[config.mk]
export PLATFORM = sky130hd
export DESIGN_NAME = arb_rr_hold
export DESIGN_NICKNAME = d
export VERILOG_FILES = /design/src/rtl/arb_rr_hold.sv
export SDC_FILE = /design/constraint.sdc
export NUM_CORES = 1
export LEC_CHECK = 0
export CAP_MARGIN = 20
export CORE_MARGIN = 5
export CORE_UTILIZATION = 52
export CTS_CLUSTER_DIAMETER = 80
export DETAILED_ROUTE_END_ITERATION = 10
export PLACE_DENSITY_LB_ADDON = 0.08
export SLEW_MARGIN = 40
export SYNTH_ARGS = -nofsm -noshare
export SYNTH_HDL_FRONTEND = slang
export SYNTH_SLANG_ARGS = --single-unit
[constraint.sdc]
create_clock -name clk -period 3.5 [get_ports clk]
set_input_delay 0.525 -clock clk [delete_from_list [all_inputs] [get_ports clk]]
set_output_delay 0.525 -clock clk [all_outputs]
set_load 0.01 [all_outputs]
[src/rtl/arb_rr_hold.sv]
// arb_rr_hold -- round-robin arbiter with multi-cycle grant tenure.
//
// Shares one downstream resource among REQ_NUM requesters. A granted
// requester keeps the grant until it drops req, pulses done, or (when
// MAX_HOLD != 0) has held it for MAX_HOLD cycles and is preempted.
// Re-arbitration happens on the releasing edge itself, so a handover
// between requesters has no idle bubble.
//
// Parameters:
//   REQ_NUM   number of requesters (2..16)
//   MAX_HOLD  maximum tenure in cycles; 0 disables the forced release
//   ID_W      width of grant_id, derived from REQ_NUM
//
// Ports:
//   clk          clock, rising edge
//   rst          synchronous active-high reset
//   req          per-requester request level
//   done         per-requester one-cycle release pulse (holder bit only)
//   grant        registered one-hot grant, or all-zero
//   grant_valid  high when grant is non-zero
//   grant_id     index of the holder, 0 when no grant
//   timeout      one-cycle pulse after a release forced by the hold limit
module arb_rr_hold #(
  parameter int unsigned REQ_NUM  = 4,
  parameter int unsigned MAX_HOLD = 16,
  localparam int unsigned ID_W    = $clog2(REQ_NUM)
) (
  input  logic               clk,
  input  logic               rst,
  input  logic [REQ_NUM-1:0] req,
  input  logic [REQ_NUM-1:0] done,
  output logic [REQ_NUM-1:0] grant,
  output logic               grant_valid,
  output logic [ID_W-1:0]    grant_id,
  output logic               timeout
);

  // Counter must hold 0..MAX_HOLD-1; keep at least one bit when the
  // timeout is disabled so the declaration stays legal.
  localparam int unsigned CW = (MAX_HOLD > 0) ? $clog2(MAX_HOLD + 1) : 1;
  localparam logic [CW-1:0]   CNT_LAST = CW'(MAX_HOLD - 1);
  localparam logic [ID_W-1:0] ID_LAST  = ID_W'(REQ_NUM - 1);
  localparam bit              TO_EN    = (MAX_HOLD != 0);

  typedef enum logic {
    IDLE,
    BUSY
  } state_e;

  state_e             state_q;
  logic [REQ_NUM-1:0] grant_q;
  logic               grant_valid_q;
  logic [ID_W-1:0]    grant_id_q;
  logic               timeout_q;
  logic [ID_W-1:0]    ptr_q;
  logic [CW-1:0]      cnt_q;

  logic               hold_req;
  logic               hold_done;
  logic               expire;
  logic               release_c;
  logic               arb_en;
  logic               forced;
  logic [REQ_NUM-1:0] cand;

  logic               win_found;
  logic [ID_W-1:0]    win_id;
  logic [ID_W-1:0]    ptr_d;
  logic [REQ_NUM-1:0] grant_d;

  // Release evaluation for the current holder. In IDLE grant_id_q is 0 and
  // these terms are don't-care because arbitration is always enabled there.
  always_comb begin
    hold_req  = req[grant_id_q];
    hold_done = done[grant_id_q];
    expire    = TO_EN && (cnt_q == CNT_LAST);
    release_c = !hold_req || hold_done || expire;
    arb_en    = (state_q == IDLE) || release_c;
    // Only a pure hold-limit release reports a timeout.
    forced    = (state_q == BUSY) && expire && hold_req && !hold_done;
    // A holder that signalled done may not win the same re-arbitration.
    cand      = req;
    if ((state_q == BUSY) && hold_done) begin
      cand[grant_id_q] = 1'b0;
    end
  end

  // Round-robin search: first set candidate at or above ptr, wrapping.
  // Because ptr moves past every winner, a continuing holder is searched
  // last and any other pending requester takes over first.
  always_comb begin
    int unsigned       idx;
    logic [ID_W-1:0]   idx_w;
    win_found = 1'b0;
    win_id    = '0;
    idx       = 0;
    idx_w     = '0;
    for (int unsigned i = 0; i < REQ_NUM; i++) begin
      idx = 32'(ptr_q) + i;
      if (idx >= REQ_NUM) begin
        idx = idx - REQ_NUM;
      end
      idx_w = ID_W'(idx);
      if (!win_found && cand[idx_w]) begin
        win_found = 1'b1;
        win_id    = idx_w;
      end
    end
    ptr_d   = (win_id == ID_LAST) ? '0 : win_id + 1'b1;
    grant_d = REQ_NUM'(1) << win_id;
  end

  always_ff @(posedge clk) begin
    if (rst) begin
      state_q       <= IDLE;
      grant_q       <= '0;
      grant_valid_q <= 1'b0;
      grant_id_q    <= '0;
      timeout_q     <= 1'b0;
      ptr_q         <= '0;
      cnt_q         <= '0;
    end else begin
      timeout_q <= 1'b0;
      if (arb_en) begin
        timeout_q <= forced;
        cnt_q     <= '0;
        if (win_found) begin
          state_q       <= BUSY;
          grant_q       <= grant_d;
          grant_valid_q <= 1'b1;
          grant_id_q    <= win_id;
          ptr_q         <= ptr_d;
        end else begin
          state_q       <= IDLE;
          grant_q       <= '0;
          grant_valid_q <= 1'b0;
          grant_id_q    <= '0;
        end
      end else begin
        cnt_q <= cnt_q + 1'b1;
      end
    end
  end

  assign grant       = grant_q;
  assign grant_valid = grant_valid_q;
  assign grant_id    = grant_id_q;
  assign timeout     = timeout_q;

endmodule
; ---- Yosys cells after proc, flatten, opt, wreduce, memory -nomap -nowiden
; Cells that the tools add are included.
[totals]
register_bits = 15
input_bits = 10
[op_classes]
n_eq_ne = 2
bitwise = 4
magnitude_cmp = 10
shift = 1
n_mux = 31
reduce_logical = 19
n_addsub = 9
[ops]
columns = op, n
row1 = $mux 2, 10
row2 = $lt 2x3->1 const B, 5
row3 = $bmux 1 s2, 6
row4 = $mux 1, 12
row5 = $ge 3x3->1 const B, 3
row6 = $logic_and 1x1->1, 8
row7 = $mux 4, 2
row8 = $sub 2x1->2 const B, 4
row9 = $add 2x2->3 const B, 2
row10 = $add 5x1->5 const B, 1
row11 = $eq 5x4->1 const B, 1
row12 = $logic_not 1->1, 5
row13 = $and 4x4->4, 1
row14 = $not 4->4, 1
row15 = $reduce_or 2->1, 2
row16 = $shl 1x2->4 const A, 1
row17 = $add 2x1->3 const B, 1
row18 = $ge 2x3->1 const B, 1
row19 = $logic_or 1x1->1, 3
row20 = $add 2x1->2 const B, 1
row21 = $demux 1 s2, 1
row22 = $eq 2x2->1 const B, 1
row23 = $ge 2x1->1 const B, 1
row24 = $not 1->1, 2
row25 = $reduce_and 2->1, 1

; ---- Logic depth before layout (Yosys ltp)
; Gate-level depths: netlist of run 1.
[depth]
word_depth = 21
mapped_depth = 9
depth_no_buf = 8

; ---- Worst setup path after synthesis of run 1
; No wires, ideal clock.
[synth_timing]
kind = input to register
from = in done[1]
to = reg ptr_q[1]
t_arrival_ns = 1.961
stages = 7
setup_ns = 0.070
t_required_ns = 3.430
path_buffers = 0
slack_ns = 1.470
cell_sequence = nand4b_1 a22oi_1 and3_1 nor2_1 ha_1 or3b_1 a21oi_1
[synth_via]
elab_chain_len = 18
elab_cells_between_ends = 33
cone_classes = add/sub (1) / eq/ne (1) / mux (20) / reduce/logical (11)
[synth_rtl]
columns = element, line_no
row1 = "start, declared", 31  ; input logic [REQ_NUM-1:0] done,
row2 = $bmux 1 s2 (*), 75  ; hold_done = done[grant_id_q];
row3 = $mux 1 (not written as such) (*), 75
row4 = $logic_and 1x1->1 (*), 83  ; if ((state_q == BUSY) && hold_done) begin
row5 = $mux 4 (*), 83
row6 = $bmux 1 s2, 104  ; if (!win_found && cand[idx_w]) begin
row7 = $mux 1 (not written as such), 104
row8 = $mux 1, 104
row9 = $logic_not 1->1, 104
row10 = [3 not listed], n/a
row11 = $logic_and 1x1->1, 104
row12 = $mux 1, 104
row13 = $logic_not 1->1, 104
row14 = $logic_and 1x1->1, 104
row15 = $mux 2 (*), 104
row16 = $add 2x1->2 / $eq 2x2->1 (equally long branches), 109  ; ptr_d = (win_id == ID_LAST) ? '0 : win_id + 1'b1;
row17 = $mux 2 (*), 109
row18 = via ptr_d[1], 68  ; logic [ID_W-1:0] ptr_d;
row19 = "end signal, assigned", 132  ; ptr_q <= ptr_d;
row20 = "end, declared", 55  ; logic [ID_W-1:0] ptr_q;
; The timed path passes the listed nets; every way through them passes the cells marked *. The select of a mux whose other input is x is not followed.
; A chain may end at the register's enable or synchronous reset.

; ---- Worst setup path in the final report of run 1
; Ends and elaborated chain as after synthesis.

==> flow_metrics.tcl, run 1 <==
set metrics [dict create \
    status "finished, final reports clean" \
    viasPerCell 5.75 \
    tns_ps 0 \
    p_leak_nw 0.398 \
    final_antenna_net_count 0 \
    finalHoldViolCount 0 \
    grt_pass1_wl_mm 2.69 \
    synth_compound_area_frac 0.189 \
    cp-start-kind "input port" \
    dieHeight_um 49.5 \
    synth_top_family_by_area "simple AND/OR/NAND/NOR gates" \
    clock_tree.root_cell "clkbuf_4" \
    slowest_delay_ps 480 \
    die_w_um 49.5 \
    antenna_found_initial 0 \
    synth_area_per_cell_sq_um 10.0 \
    rows 14 \
    grt_max_degree 10 \
    cp_data_required_time_ps 3710 \
    min_period_over_period 0.707 \
    synth_fa_ha_area_frac 0.0923 \
    gr-total-overflow 0 \
    synth_seq_cells 15 \
    syn_nets 97 \
    dp_cells 113 \
    syn_inst 81 \
    vias 673 \
    gp_congestion 0.732 \
    antenna_cells 0 \
    synth_simple_gate_area_frac 0.248 \
    skew_ps 3.76 \
    clock_sinks 15 \
    wl_mm 1.59 \
    drc 0 \
    maxSlewViolCount 0 \
    cp-end-kind "flop" \
    cts_buffers 3 \
    final-instance-count-excl-fill 117 \
    cp_cell_sequence "clkdlybuf4s50_1 -> nand4b_1 -> a22oi_1 -> and3_1 -> nor2_1 -> ha_1 -> or3b_1 -> a21oi_1" \
    period_needed_ps 2470 \
    syn_to_final_growth_pct 25.4 \
    dieArea_sq_um 2450 \
    fmax_ghz 0.404 \
    ys.flop_type "dfxtp_1" \
    synth_edf_count 0 \
    grt_pass1_vias 649 \
    synth_mux_area_frac 0.0523 \
    layout.nets 118 \
    slowest_stage "clkdlybuf4s50_1" \
    clock_path_buffers 2 \
    holdCritPathClass "flop to flop" \
    drive_gt1_frac 0.0792 \
    ctsResizeCount 0 \
    synth_area_sq_um 813 \
    crit_family "simple AND/OR/NAND/NOR gates" \
    power_density_nw_per_um2 535 \
    final_util 0.685 \
    mostFrequentLayoutCell "clkdlybuf4s50_1" \
    first_iter_violations 13 \
    cts_htree_levels 1 \
    post-cts-setup-buffer-count 0 \
    path_class "input port to flop" \
    ys_warn_count 0 \
    fin_ws_ps 1030 \
    cts_tree "built" \
    numPortBuffers 17 \
    drv_cap 0 \
    coreArea_sq_um 1490 \
    total_power_mw 0.546 \
    crit_buf_inv 1 \
    wire_per_inst_um 13.6 \
    pre_cts_ws_ps 767 \
    arrival_ps 2680 \
    clkSlewWorstSetupHoldPaths_ps 90 \
    cts_hold_buffers 0 \
    synth_xor_area_frac 0.0215 \
    tightest_slew_ps 379 \
    async_flop_share 0 \
    io_pins 18 \
    start_util 0.546 \
    maxSlewHeadroom 0.746 \
    final-setup-viol-count 0 \
    r2r_setup_slack_ps 1140 \
    ys_types 36 \
    crit_fanout 6 \
    clk_latency_ps 280 \
    final_cell_mix "clkdlybuf4s50_1, dfxtp_1, ha_1, a22o_1, nor2_1" \
    rsz0062_at_grt "false" \
    grt_use_total 0.135 \
    dp_hpwl_mm 1.28 \
    drt_pass1_iterations 4 \
    ys_seq_area_frac 0.369 \
    irDropWorstVdd_mv 0.362 \
]
[through the flow]
step | instance area, sq um | hold WS, ps
after floorplan | 813 | 418
after global placement | 992 | 438
after detailed placement | 992 | 444
after CTS | 1020 | 458
after global routing | 1020 | 484
final | 1020 | 450
[per-layer routing]
layer	routed length, um	global-route usage
met1	778	0.181
met2	746	0.208
met3	65	0.0392
met4	0	0.0393
met5	0	0
[registers in the layout, summed over array words and instances (netlist names)]
register and cells:
grant_id 2, grant 4, grant_valid 1, ptr_q 2, timeout 1, cnt_q 5
[worst register-to-register path, cell delays in order, from the launching register on]
cell and delay [ps]:
dfxtp_1 550, nand4b_1 270, a22oi_1 320, and3_1 310, nor2_1 100, ha_1 280, or3b_1 340, a21oi_1 130
[cells in the mapped netlist, types with 2 or more instances]
| master | number | area [sq um] |
|---|---|---|
| a21oi_1 | 2 | 10.0 |
| a22o_1 | 5 | 43.8 |
| and2_1 | 4 | 25.0 |
| and3_1 | 2 | 12.5 |
| dfxtp_1 | 15 | 300 |
| ha_1 | 6 | 75.1 |
| inv_1 | 3 | 11.3 |
| mux2i_1 | 2 | 20.0 |
| nand2_1 | 4 | 15.0 |
| nand2b_1 | 4 | 25.0 |
| nor2_1 | 5 | 18.8 |
| o21ai_0 | 3 | 15.0 |
| o21ai_1 | 2 | 10.0 |
| o221ai_1 | 2 | 17.5 |
[power breakdown]
group	total [mW]	leakage, nW	internal (mW)	switching (mW)
combinational	0.212	0.257	0.117	0.0960
clock	0.0960	0.0177	0.0423	0.0537
sequential	0.237	0.123	0.200	0.0368
total	0.546	0.398	0.359	0.187
[path summary, 6_finish.rpt]
check                                 start        to  depth (start not counted)
worst max-delay path                done[1]  ptr_q[1]                          8
worst min-delay path               cnt_q[0]  cnt_q[0]                          1
worst max register to register  grant_id[0]  ptr_q[1]                          7
worst min register to register     cnt_q[0]  cnt_q[0]                          1
[cells by family after synthesis]
kind of cell / count (synthesis)
buf+inv: 4
mux: 3
compound gates: 21
simple gates: 30
xor+xnor: 2
fa+ha+maj: 6
flops: 15
[cell type report]
cell class | instances | area (sq um)
Clock buffer | 3 | 22.5
Clock inverter | 1 | 5.00
Fill cell | 124 | 469
Inverter | 3 | 11.3
Multi-Input combinational cell | 62 | 490
Sequential cell | 15 | 300
Tap cell | 16 | 20.0
Timing Repair Buffer | 17 | 170
(Power assumes the default switching activity.)
==> run 2, diff against run 1 <==
--- a/config.mk
+++ b/config.mk
@@ -7,7 +7,7 @@
 export LEC_CHECK = 0
 export CAP_MARGIN = 20
 export CORE_MARGIN = 5
-export CORE_UTILIZATION = 52
+export CORE_UTILIZATION = 48
 export CTS_CLUSTER_DIAMETER = 80
 export DETAILED_ROUTE_END_ITERATION = 10
 export PLACE_DENSITY_LB_ADDON = 0.08
==> constraint.sdc (replaced) <==
create_clock -name clk -period 2.3 [get_ports clk]
set_input_delay 0.345 -clock clk [delete_from_list [all_inputs] [get_ports clk]]
set_output_delay 0.345 -clock clk [all_outputs]
set_load 0.01 [all_outputs]
==> flow_metrics.tcl, run 2 (same netlist as run 1, synthesis figures left out) <==
set metrics [dict create \
    max_flop_register "cnt_q" \
    vias 710 \
    gr-total-overflow 0 \
    wire_per_inst_um 14.2 \
    dp_hpwl_mm 1.41 \
    cp_data_required_time_ps 2520 \
    finalHoldViolCount 0 \
    wl_mm 1.77 \
    fillCellCount 131 \
    rows 14 \
    largest_reg_flops 5 \
    grt_pass1_vias 681 \
    maxSlewViolCount 0 \
    clock_path_buffers 2 \
    cp-end-kind "flop" \
    min_period_over_period 0.923 \
    gp_congestion 0.742 \
    dieArea_sq_um 2620 \
    cts_hold_buffers 0 \
    cts_buffers 3 \
    final_antenna_net_count 0 \
    irDropWorstVdd_mv 0.498 \
    rsz0062_at_grt "false" \
    r2r_setup_slack_ps 220 \
    clock_sinks 15 \
    antenna_cells 0 \
    crit_fanout 3 \
    arrival_ps 2340 \
    first_iter_violations 17 \
    rr_startpoint "grant_id[0]" \
    coreArea_sq_um 1560 \
    holdCritPathClass "flop to flop" \
    p_leak_nw 0.437 \
    period_needed_ps 2120 \
    dieHeight_um 51.2 \
    drt_pass1_iterations 4 \
    numPortBuffers 17 \
    cp-start-kind "input port" \
    cts_htree_levels 1 \
    tns_ps 0 \
    clk_latency_ps 280 \
    viasPerCell 5.68 \
    tightest_slew_ps 413 \
    mostFrequentLayoutCell "clkdlybuf4s50_1" \
    regToRegEndpoint "ptr_q[1]" \
    maxSlewHeadroom 0.722 \
    fmax_ghz 0.471 \
    clkSlewWorstSetupHoldPaths_ps 90 \
    final_cell_mix "clkdlybuf4s50_1, dfxtp_1, buf_4, ha_1" \
    syn_to_final_growth_pct 32.9 \
    status "finished, final reports clean" \
    start_util 0.522 \
    cts_tree "built" \
    drc 0 \
    antenna_found_initial 0 \
    die_w_um 51.2 \
    clock_tree.root_cell "clkbuf_4" \
    grt_max_degree 10 \
    dp_cells 121 \
    drive_gt1_frac 0.156 \
    worstSetupStartpoint "done[3]" \
    grt_use_total 0.151 \
    drv_cap 0 \
    layout.nets 126 \
    rr_worst_depth 8 \
    final-instance-count-excl-fill 125 \
    io_pins 18 \
    crit_end "ptr_q[1]" \
    final-setup-viol-count 0 \
    grt_pass1_wl_mm 2.94 \
    power_density_nw_per_um2 830 \
    skew_ps 2.18 \
    path_class "input port to flop" \
]
## run 2: cell count changes in the layout (fill, tap and decap cells not counted)
cell,delta
dfxtp_1,-1
dfxtp_2,+1
buf_4,+8
## run 2: worst min-delay path by stage
stage / slack (ps) / from / cells after the start / to
6_report: 460 / cnt_q[0] / 1 / cnt_q[0]
5_1_grt: 480 / cnt_q[0] / 1 / cnt_q[0]
4_1_cts: 460 / cnt_q[0] / 1 / cnt_q[0]
3_5_place_dp: 440 / cnt_q[0] / 1 / cnt_q[0]
3_3_place_gp: 430 / cnt_q[0] / 1 / cnt_q[0]
2_1_floorplan: 410 / rst / 1 / ptr_q[1]
## run 2: through the flow
step                setup slack [ps]  hold WS (ps)   util  power, mW  area (sq um)
floorplan                        274           414      -      0.579           813
global placement               -96.4           432  0.675      0.743          1050
detailed placement             -98.5           444  0.675      0.752          1050
CTS                              190           464  0.693      0.904          1080
global route                    11.2           476  0.693      0.960          1080
finish                           178           458  0.693      0.897          1080
## run 2: timing repair
item / in CTS / in global routing
endpoints found under the setup margin: 0 / 1
gates resized for setup: 0 / 1
buffers inserted: 0 / 0
## run 2: power breakdown
group | switching [mW] | internal (mW) | total (mW)
sequential | 0.0525 | 0.306 | 0.359
clock | 0.0864 | 0.0646 | 0.151
combinational | 0.163 | 0.224 | 0.388
## run 2: area by class of cell
cell class / instances / area (sq um) / share of cell area
flip-flops and latches: 15 / 302 / 0.279
clock buffers: 3 / 22.5 / 0.0208
multi-input cells: 62 / 490 / 0.454
repair buffers: 25 / 230 / 0.213
well taps: 16 / 20.0 / 0.0185
clock inverters: 1 / 5.00 / 0.00463
inverters: 3 / 11.3 / 0.0104
## run 2: metal layers
metal	vias up	wire, um	GRT usage
li1	362	-	-
met1	326	851	0.187
met2	20	811	0.240
met3	2	99	0.0610
met4	0	12	0.0448
met5	-	0	0
## run 2: critical path, cell delays in order
cell and delay [ps]:
clkdlybuf4s50_1 490, nand4_1 130, and2_1 210, o221ai_1 190, a22o_1 190, nor2_1 70
ha_1 260, or3b_1 340, a21oi_1 120
